### src/rtl/vram_dma_loader.sv
// -----------------------------------------------------------------------------
// vram_dma_loader
//
// Bus-master loader that copies `length` bytes from a synchronous source memory
// into one of NUM_REGIONS video RAM regions over a Z80-style write bus. Each
// byte is read from the source, held until the video core releases VRAM
// (vram_busy low), then written with an active-low strobe. A write that
// overlaps vram_busy is retried with the same address and data.
//
// Ports:
//   clk, rst_n        clock; reset is asynchronous and ACTIVE-HIGH despite the
//                     name (matches the existing codebase)
//   start             one-cycle request, sampled only while idle
//   region/base_addr/length   transfer descriptor, latched on an accepted start
//   abort             cancel the transfer in progress
//   src_addr/src_rd   source read address (transfer index) and read strobe
//   src_data          source data, valid RD_LATENCY cycles after src_rd
//   vram_busy         video core owns VRAM; no write may commit
//   bus_addr/bus_dout/bus_wrn/bus_rdn   write bus (bus_rdn is always 1)
//   region_ena        one-hot region select, only asserted with bus_wrn=0
//   busy/done/aborted/err   status; done/aborted/err are one-cycle pulses
// -----------------------------------------------------------------------------
module vram_dma_loader #(
    parameter int ADDR_W      = 16,
    parameter int DATA_W      = 8,
    parameter int LEN_W       = 11,
    parameter int NUM_REGIONS = 2,
    parameter int RD_LATENCY  = 1,
    localparam int RGN_W      = (NUM_REGIONS > 1) ? $clog2(NUM_REGIONS) : 1
) (
    input  logic                   clk,
    input  logic                   rst_n,
    input  logic                   start,
    input  logic [RGN_W-1:0]       region,
    input  logic [ADDR_W-1:0]      base_addr,
    input  logic [LEN_W-1:0]       length,
    input  logic                   abort,
    output logic [LEN_W-1:0]       src_addr,
    output logic                   src_rd,
    input  logic [DATA_W-1:0]      src_data,
    input  logic                   vram_busy,
    output logic [ADDR_W-1:0]      bus_addr,
    output logic [DATA_W-1:0]      bus_dout,
    output logic                   bus_wrn,
    output logic                   bus_rdn,
    output logic [NUM_REGIONS-1:0] region_ena,
    output logic                   busy,
    output logic                   done,
    output logic                   aborted,
    output logic                   err
);

    localparam int CNT_W = 3;  // enough for RD_LATENCY up to 4

    typedef enum logic [2:0] {
        S_IDLE,
        S_READ,
        S_WAIT,
        S_ARB,
        S_WRITE,
        S_DONE
    } state_t;

    state_t                 state_q, state_d;
    logic [RGN_W-1:0]       rgn_q, rgn_d;
    logic [ADDR_W-1:0]      base_q, base_d;
    logic [LEN_W-1:0]       len_q, len_d;
    logic [LEN_W-1:0]       idx_q, idx_d;
    logic [CNT_W-1:0]       wait_cnt_q, wait_cnt_d;
    logic [DATA_W-1:0]      data_q, data_d;

    logic [LEN_W-1:0]       src_addr_q, src_addr_d;
    logic                   src_rd_q, src_rd_d;
    logic [ADDR_W-1:0]      bus_addr_q, bus_addr_d;
    logic [DATA_W-1:0]      bus_dout_q, bus_dout_d;
    logic                   bus_wrn_q, bus_wrn_d;
    logic [NUM_REGIONS-1:0] region_ena_q, region_ena_d;
    logic                   busy_q, busy_d;
    logic                   done_q, done_d;
    logic                   aborted_q, aborted_d;
    logic                   err_q, err_d;

    always_comb begin
        // NOTE: every signal gets a default first so no path leaves it
        // unassigned; otherwise synthesis infers a latch.
        state_d    = state_q;
        rgn_d      = rgn_q;
        base_d     = base_q;
        len_d      = len_q;
        idx_d      = idx_q;
        wait_cnt_d = wait_cnt_q;
        data_d     = data_q;
        aborted_d  = 1'b0;
        err_d      = 1'b0;

        case (state_q)
            S_IDLE: begin
                if (start) begin
                    if (length != '0 && int'(region) < NUM_REGIONS) begin
                        rgn_d   = region;
                        base_d  = base_addr;
                        len_d   = length;
                        idx_d   = '0;
                        state_d = S_READ;
                    end else begin
                        err_d = 1'b1;
                    end
                end
            end
            S_READ: begin
                wait_cnt_d = '0;
                state_d    = S_WAIT;
            end
            S_WAIT: begin
                // The last WAIT cycle is the one in which src_data is valid.
                if (wait_cnt_q == CNT_W'(RD_LATENCY - 1)) begin
                    data_d  = src_data;
                    state_d = S_ARB;
                end else begin
                    wait_cnt_d = wait_cnt_q + 1'b1;
                end
            end
            S_ARB: begin
                if (!vram_busy) state_d = S_WRITE;
            end
            S_WRITE: begin
                // vram_busy at the closing edge voids the write: retry same idx.
                if (vram_busy) begin
                    state_d = S_ARB;
                end else begin
                    idx_d   = idx_q + 1'b1;
                    state_d = (idx_d == len_q) ? S_DONE : S_READ;
                end
            end
            S_DONE: state_d = S_IDLE;
            default: state_d = S_IDLE;
        endcase

        // Abort overrides everything, including an accepted-looking commit.
        if (abort && state_q != S_IDLE) begin
            state_d   = S_IDLE;
            idx_d     = idx_q;
            aborted_d = 1'b1;
        end

        // Outputs are decoded from the next state so they are registered
        // and line up exactly with the state they belong to.
        busy_d       = (state_d == S_READ) || (state_d == S_WAIT) ||
                       (state_d == S_ARB)  || (state_d == S_WRITE);
        done_d       = (state_d == S_DONE);
        src_rd_d     = (state_d == S_READ);
        src_addr_d   = (state_d == S_READ) ? idx_d : src_addr_q;
        bus_wrn_d    = (state_d != S_WRITE);
        region_ena_d = (state_d == S_WRITE) ? (NUM_REGIONS'(1) << rgn_d) : '0;
        bus_addr_d   = (state_d == S_WRITE) ? (base_d + ADDR_W'(idx_d)) : bus_addr_q;
        bus_dout_d   = (state_d == S_WRITE) ? data_d : bus_dout_q;
    end

    // NOTE: sequential state uses non-blocking assignments so every flop
    // samples the pre-edge values regardless of statement order.
    always_ff @(posedge clk or posedge rst_n) begin
        if (rst_n) begin
            state_q      <= S_IDLE;
            rgn_q        <= '0;
            base_q       <= '0;
            len_q        <= '0;
            idx_q        <= '0;
            wait_cnt_q   <= '0;
            data_q       <= '0;
            src_addr_q   <= '0;
            src_rd_q     <= 1'b0;
            bus_addr_q   <= '0;
            bus_dout_q   <= '0;
            bus_wrn_q    <= 1'b1;
            region_ena_q <= '0;
            busy_q       <= 1'b0;
            done_q       <= 1'b0;
            aborted_q    <= 1'b0;
            err_q        <= 1'b0;
        end else begin
            state_q      <= state_d;
            rgn_q        <= rgn_d;
            base_q       <= base_d;
            len_q        <= len_d;
            idx_q        <= idx_d;
            wait_cnt_q   <= wait_cnt_d;
            data_q       <= data_d;
            src_addr_q   <= src_addr_d;
            src_rd_q     <= src_rd_d;
            bus_addr_q   <= bus_addr_d;
            bus_dout_q   <= bus_dout_d;
            bus_wrn_q    <= bus_wrn_d;
            region_ena_q <= region_ena_d;
            busy_q       <= busy_d;
            done_q       <= done_d;
            aborted_q    <= aborted_d;
            err_q        <= err_d;
        end
    end

    assign src_addr   = src_addr_q;
    assign src_rd     = src_rd_q;
    assign bus_addr   = bus_addr_q;
    assign bus_dout   = bus_dout_q;
    assign bus_wrn    = bus_wrn_q;
    assign bus_rdn    = 1'b1;
    assign region_ena = region_ena_q;
    assign busy       = busy_q;
    assign done       = done_q;
    assign aborted    = aborted_q;
    assign err        = err_q;

endmodule

### config.mk
export PLATFORM = sky130hd
export DESIGN_NAME = vram_dma_loader
export DESIGN_NICKNAME = d
export VERILOG_FILES = /design/src/rtl/vram_dma_loader.sv
export SDC_FILE = /design/constraint.sdc
export NUM_CORES = 1
export LEC_CHECK = 0
export BUFFER_PORTS_ARGS = -buffer_cell sky130_fd_sc_hd__buf_2
export CORE_ASPECT_RATIO = 0.75
export CORE_MARGIN = 2
export CORE_UTILIZATION = 42
export CTS_CLUSTER_DIAMETER = 60
export CTS_CLUSTER_SIZE = 12
export DETAILED_ROUTE_END_ITERATION = 16
export PLACE_DENSITY = 0.63
export SYNTH_ARGS = -nofsm -noshare
export SYNTH_HDL_FRONTEND = slang
export SYNTH_SLANG_ARGS = --single-unit
### constraint.sdc
create_clock -name clk -period 12 [get_ports clk]
set_input_delay 3 -clock clk [delete_from_list [all_inputs] [get_ports clk]]
set_output_delay 3 -clock clk [all_outputs]
set_load 0.1 [all_outputs]
==> results.md <==
- Setup violators final: 0
- Synth Register Bits: 96
- Starting DRT DRC Count: 222
- Rows: 33
- Routability Congestion: 0.895
- CP Max Fanout: 10
- Ant. Diodes: 0
- CTS tree: done
- Largest net degree at the start of global routing: 59
- Syn_nets: 512
- CP Cell Sequence: buf_2 -> nor3_1 -> and2_1 -> a21oi_1 -> o21ai_1 -> o21ai_0 -> o31ai_1 -> ha_1 -> and2_1 -> a221oi_1 -> a21boi_0 -> o21ai_0 -> nand3_1 -> xor2_1 -> o21ai_1
- CTS root buf: clkbuf_16
- WHS Path Cells: 2
- Max VDD drop: 0.202 mV
- Arrival time at the worst endpoint: 6.59 ns
- Worst slew margin: 0.483
- Syn_area_per_cell: 10.6 um^2
- Setup repair bufs after CTS: 0
- Slowest stage cell on the critical path: o21ai_1
- Clock Latency Late Sink: 0.34 ns
- Register area share after synthesis: 0.498
- Starting Density: 0.436
- Max-cap violation count: 0
- Syn Inst Count: 456
- Pwr per Cell Area: 261 nW/um^2
- Count of filler cells inserted in the layout: 998
- CP Class: in -> reg
- Startpoint types: input pin
- Resized cells post-CTS: 0
- Total congestion overflow: 0
- Placed inst area: 5340 um^2
- DRC Markers: 0
- CTS H-tree depth: 3
- Req. time, crit path: 12.21 ns
- Min Clock Period, post-route: 6.38 ns
- CTS max path bufs: 2
- Number of flops mapped to enable cells by yosys: 0
- CP Capture Point: bus_addr[15]
- Crit path from: length[6]
- GR Util met1: 0.278
- Sequential power share: 0.338
- Psw: 0.701 mW
- Global routing's busiest layer: met1
- Synth warn: 0
- Slew at the pin closest to its max-slew limit: 0.765 ns
- Antenna Nets Post-Route: 0
- Final-report max-slew violation count: 0
- DIE HEIGHT: 96.9 um
- Clock skew: 0.00838 ns
- FFs w/ async S/R, synth: 1.00
- Clock sink count: 96
- Max incr delay on CP: 0.56 ns
- Final hold violations: 0
- Min Hold Slack: 0.472 ns
- First-pass GRT wire length: 18300 um
- Area growth from synthesis to layout: 16.2%
- Final Cycle Share: 0.532
- Static leakage: 2.73 nW
- Share of layout cells above drive strength 1: 0.292
- Post-CTS Hold Buffers: 0
- First-pass DRT Iterations: 6
- CP Capture Type: flip-flop
- Final instance area: 5610 um^2
- Initial antenna violation count: 0
- Average vias per placed instance: 5.24
- PortBufs: 83
- Clock-pin slew on the worst setup and hold paths: 0.07 ns
- Max Freq: 157 MHz
- Worst path depth: 15
- Met2 Use GR: 0.270
- Comb power frac: 0.482
- DR WL/cell: 15.9 um
- Met3 Use GR: 0.0487
- Die X: 128 um
- HP Class: reg -> reg
- Top_reg_cell synth: dfrtp_1
- Num CTS Buffers: 9
- Number of distinct library cells after synthesis: 60
- Switching share of total power: 0.478
- RR Endpoint: bus_addr[8]
- Setup TNS Final: 0 ns
- Post-Syn Area: 4830 um^2
- CP delay by family, top: compound AO/OA/AOI/OAI gates
- Vias in the first global route: 3548
- Total number of vias: 3568
- DP HPWL: 7990 um
- Pint: 0.766 mW
- Reg-to-reg slack, setup: 7.86 ns
- FF-to-FF Start: state_q[2]
- Unrepaired setup endpoints after global routing: false
- Core ar.: 11100 um^2
- R2R depth: 13
- Worst path bufs/invs: 1
- Status: finished, final reports clean
- Die area: 12400 um^2
- WL final: 10800 um
- GRT Overall Usage: 0.185
- Final net count: 592
- I/O pin cnt: 85
- Clock power share: 0.180
-- worst min path at each step --
stage           startpoint     endpoint  slack [ns]
6_report       bus_dout[4]  bus_dout[4]        0.47
3_5_place_dp   bus_dout[4]  bus_dout[4]        0.46
2_1_floorplan    data_q[0]    data_q[0]        0.47
4_1_cts        bus_dout[0]  bus_dout[0]        0.48
5_1_grt        bus_dout[3]  bus_dout[3]        0.51
3_3_place_gp   bus_dout[1]  bus_dout[1]        0.46
-- cells in the mapped netlist (4+ instances only) --
cell / n / share of area
nand2_1: 67 / 0.052
inv_1: 10 / 0.0078
dfrtp_1: 95 / 0.49
buf_2: 4 / 0.0041
o21ai_0: 38 / 0.039
clkbuf_1: 8 / 0.0062
o21ai_1: 5 / 0.0052
a21o_1: 4 / 0.0062
nand2b_1: 5 / 0.0065
o31ai_1: 4 / 0.0062
mux2_2: 35 / 0.082
a21oi_1: 17 / 0.018
xor2_1: 15 / 0.027
nor3_1: 6 / 0.0062
nor2_1: 32 / 0.025
ha_1: 14 / 0.036
xnor2_1: 14 / 0.025
mux2_4: 9 / 0.028
nand3_1: 12 / 0.012
-- layer usage --
| layer | vias to the layer above | share of wire |
|---|---|---|
| met1 | 1719 | 0.51 |
| met4 | 0 | 0.0029 |
| met5 | - | 0 |
| met3 | 6 | 0.050 |
| met2 | 99 | 0.44 |
| li1 | 1744 | - |
-- through the flow --
step / utilization / power [mW] / std cells / setup slack [ns]
finish: 0.507 / 1.47 / 681 / 5.62
global route: 0.507 / 1.55 / 681 / 5.32
CTS: 0.507 / 1.48 / 681 / 5.62
detailed placement: 0.483 / 1.21 / 665 / 5.26
global placement: 0.483 / 1.19 / 665 / 5.39
floorplan: - / 1.08 / 456 / 5.72
-- power by group through the flow --
stage	Clock, mW	Combinational [mW]	Sequential [mW]
after floorplan	0	0.299	0.784
after global placement	0	0.698	0.496
after detailed placement	0	0.709	0.498
after CTS	0.274	0.711	0.495
after global routing	0.287	0.755	0.510
final	0.264	0.707	0.496
-- layout make-up --
cell class / instances / area (um^2) / share of cell area
multi-input combinational: 332 / 2280 / 0.407
inverter: 11 / 43.8 / 0.00780
sequential: 96 / 2400 / 0.428
clock buffer: 10 / 229 / 0.0408
clock inverter: 6 / 41.3 / 0.00736
tap: 140 / 175 / 0.0312
timing repair buffer: 86 / 438 / 0.0780
-- worst min-delay path: stages, from the launching register on --
cell and delay (ns):
dfrtp_1 0.34, nand2_1 0.05, nand2_1 0.05
-- flip-flops by register name (all words and copies together) (netlist names) --
| signal | cells |
|---|---|
| idx_q | 11 |
| base_q | 16 |
| src_rd | 1 |
| bus_wrn | 1 |
| done | 1 |
| bus_dout | 8 |
| len_q | 11 |
| rgn_q | 1 |
| wait_cnt_q | 3 |
| err | 1 |
| region_ena | 2 |
| data_q | 8 |
| bus_addr | 16 |
| busy | 1 |
| state_q | 3 |
| src_addr | 11 |
| aborted | 1 |
-- cells in the final DEF, fill, tap and decap left out, types with 3 or more instances in the layout --
cell type / count
and2_1: 3
xor2_1: 15
nand2_1: 67
o21ai_0: 38
o21ai_1: 5
mux2_2: 35
nor2_1: 32
nand3_1: 12
or3_1: 3
xnor2_1: 14
nand4_1: 3
inv_1: 9
ha_1: 14
o31ai_1: 4
clkbuf_16: 9
a21o_1: 4
and3_1: 3
buf_2: 83
a21oi_1: 17
nor3_1: 6
mux2_4: 9
nand2b_1: 5
dfrtp_1: 95
buf_4: 3
or2_2: 3
clkinv_2: 3
mux2i_1: 3
-- cell families (layout without fill, tap and decap cells) --
group           Yosys count  after routing  synth area share
flops                    96             96             0.498
other cells               1              1          0.000776
mux                      47             47             0.116
fa+ha+maj                15             15            0.0404
compound gates           86             86             0.107
xor+xnor                 30             30            0.0560
buf+inv                  28            113            0.0298
simple gates            153            153             0.153
No activity file was read; power rests on OpenSTA's default activity.
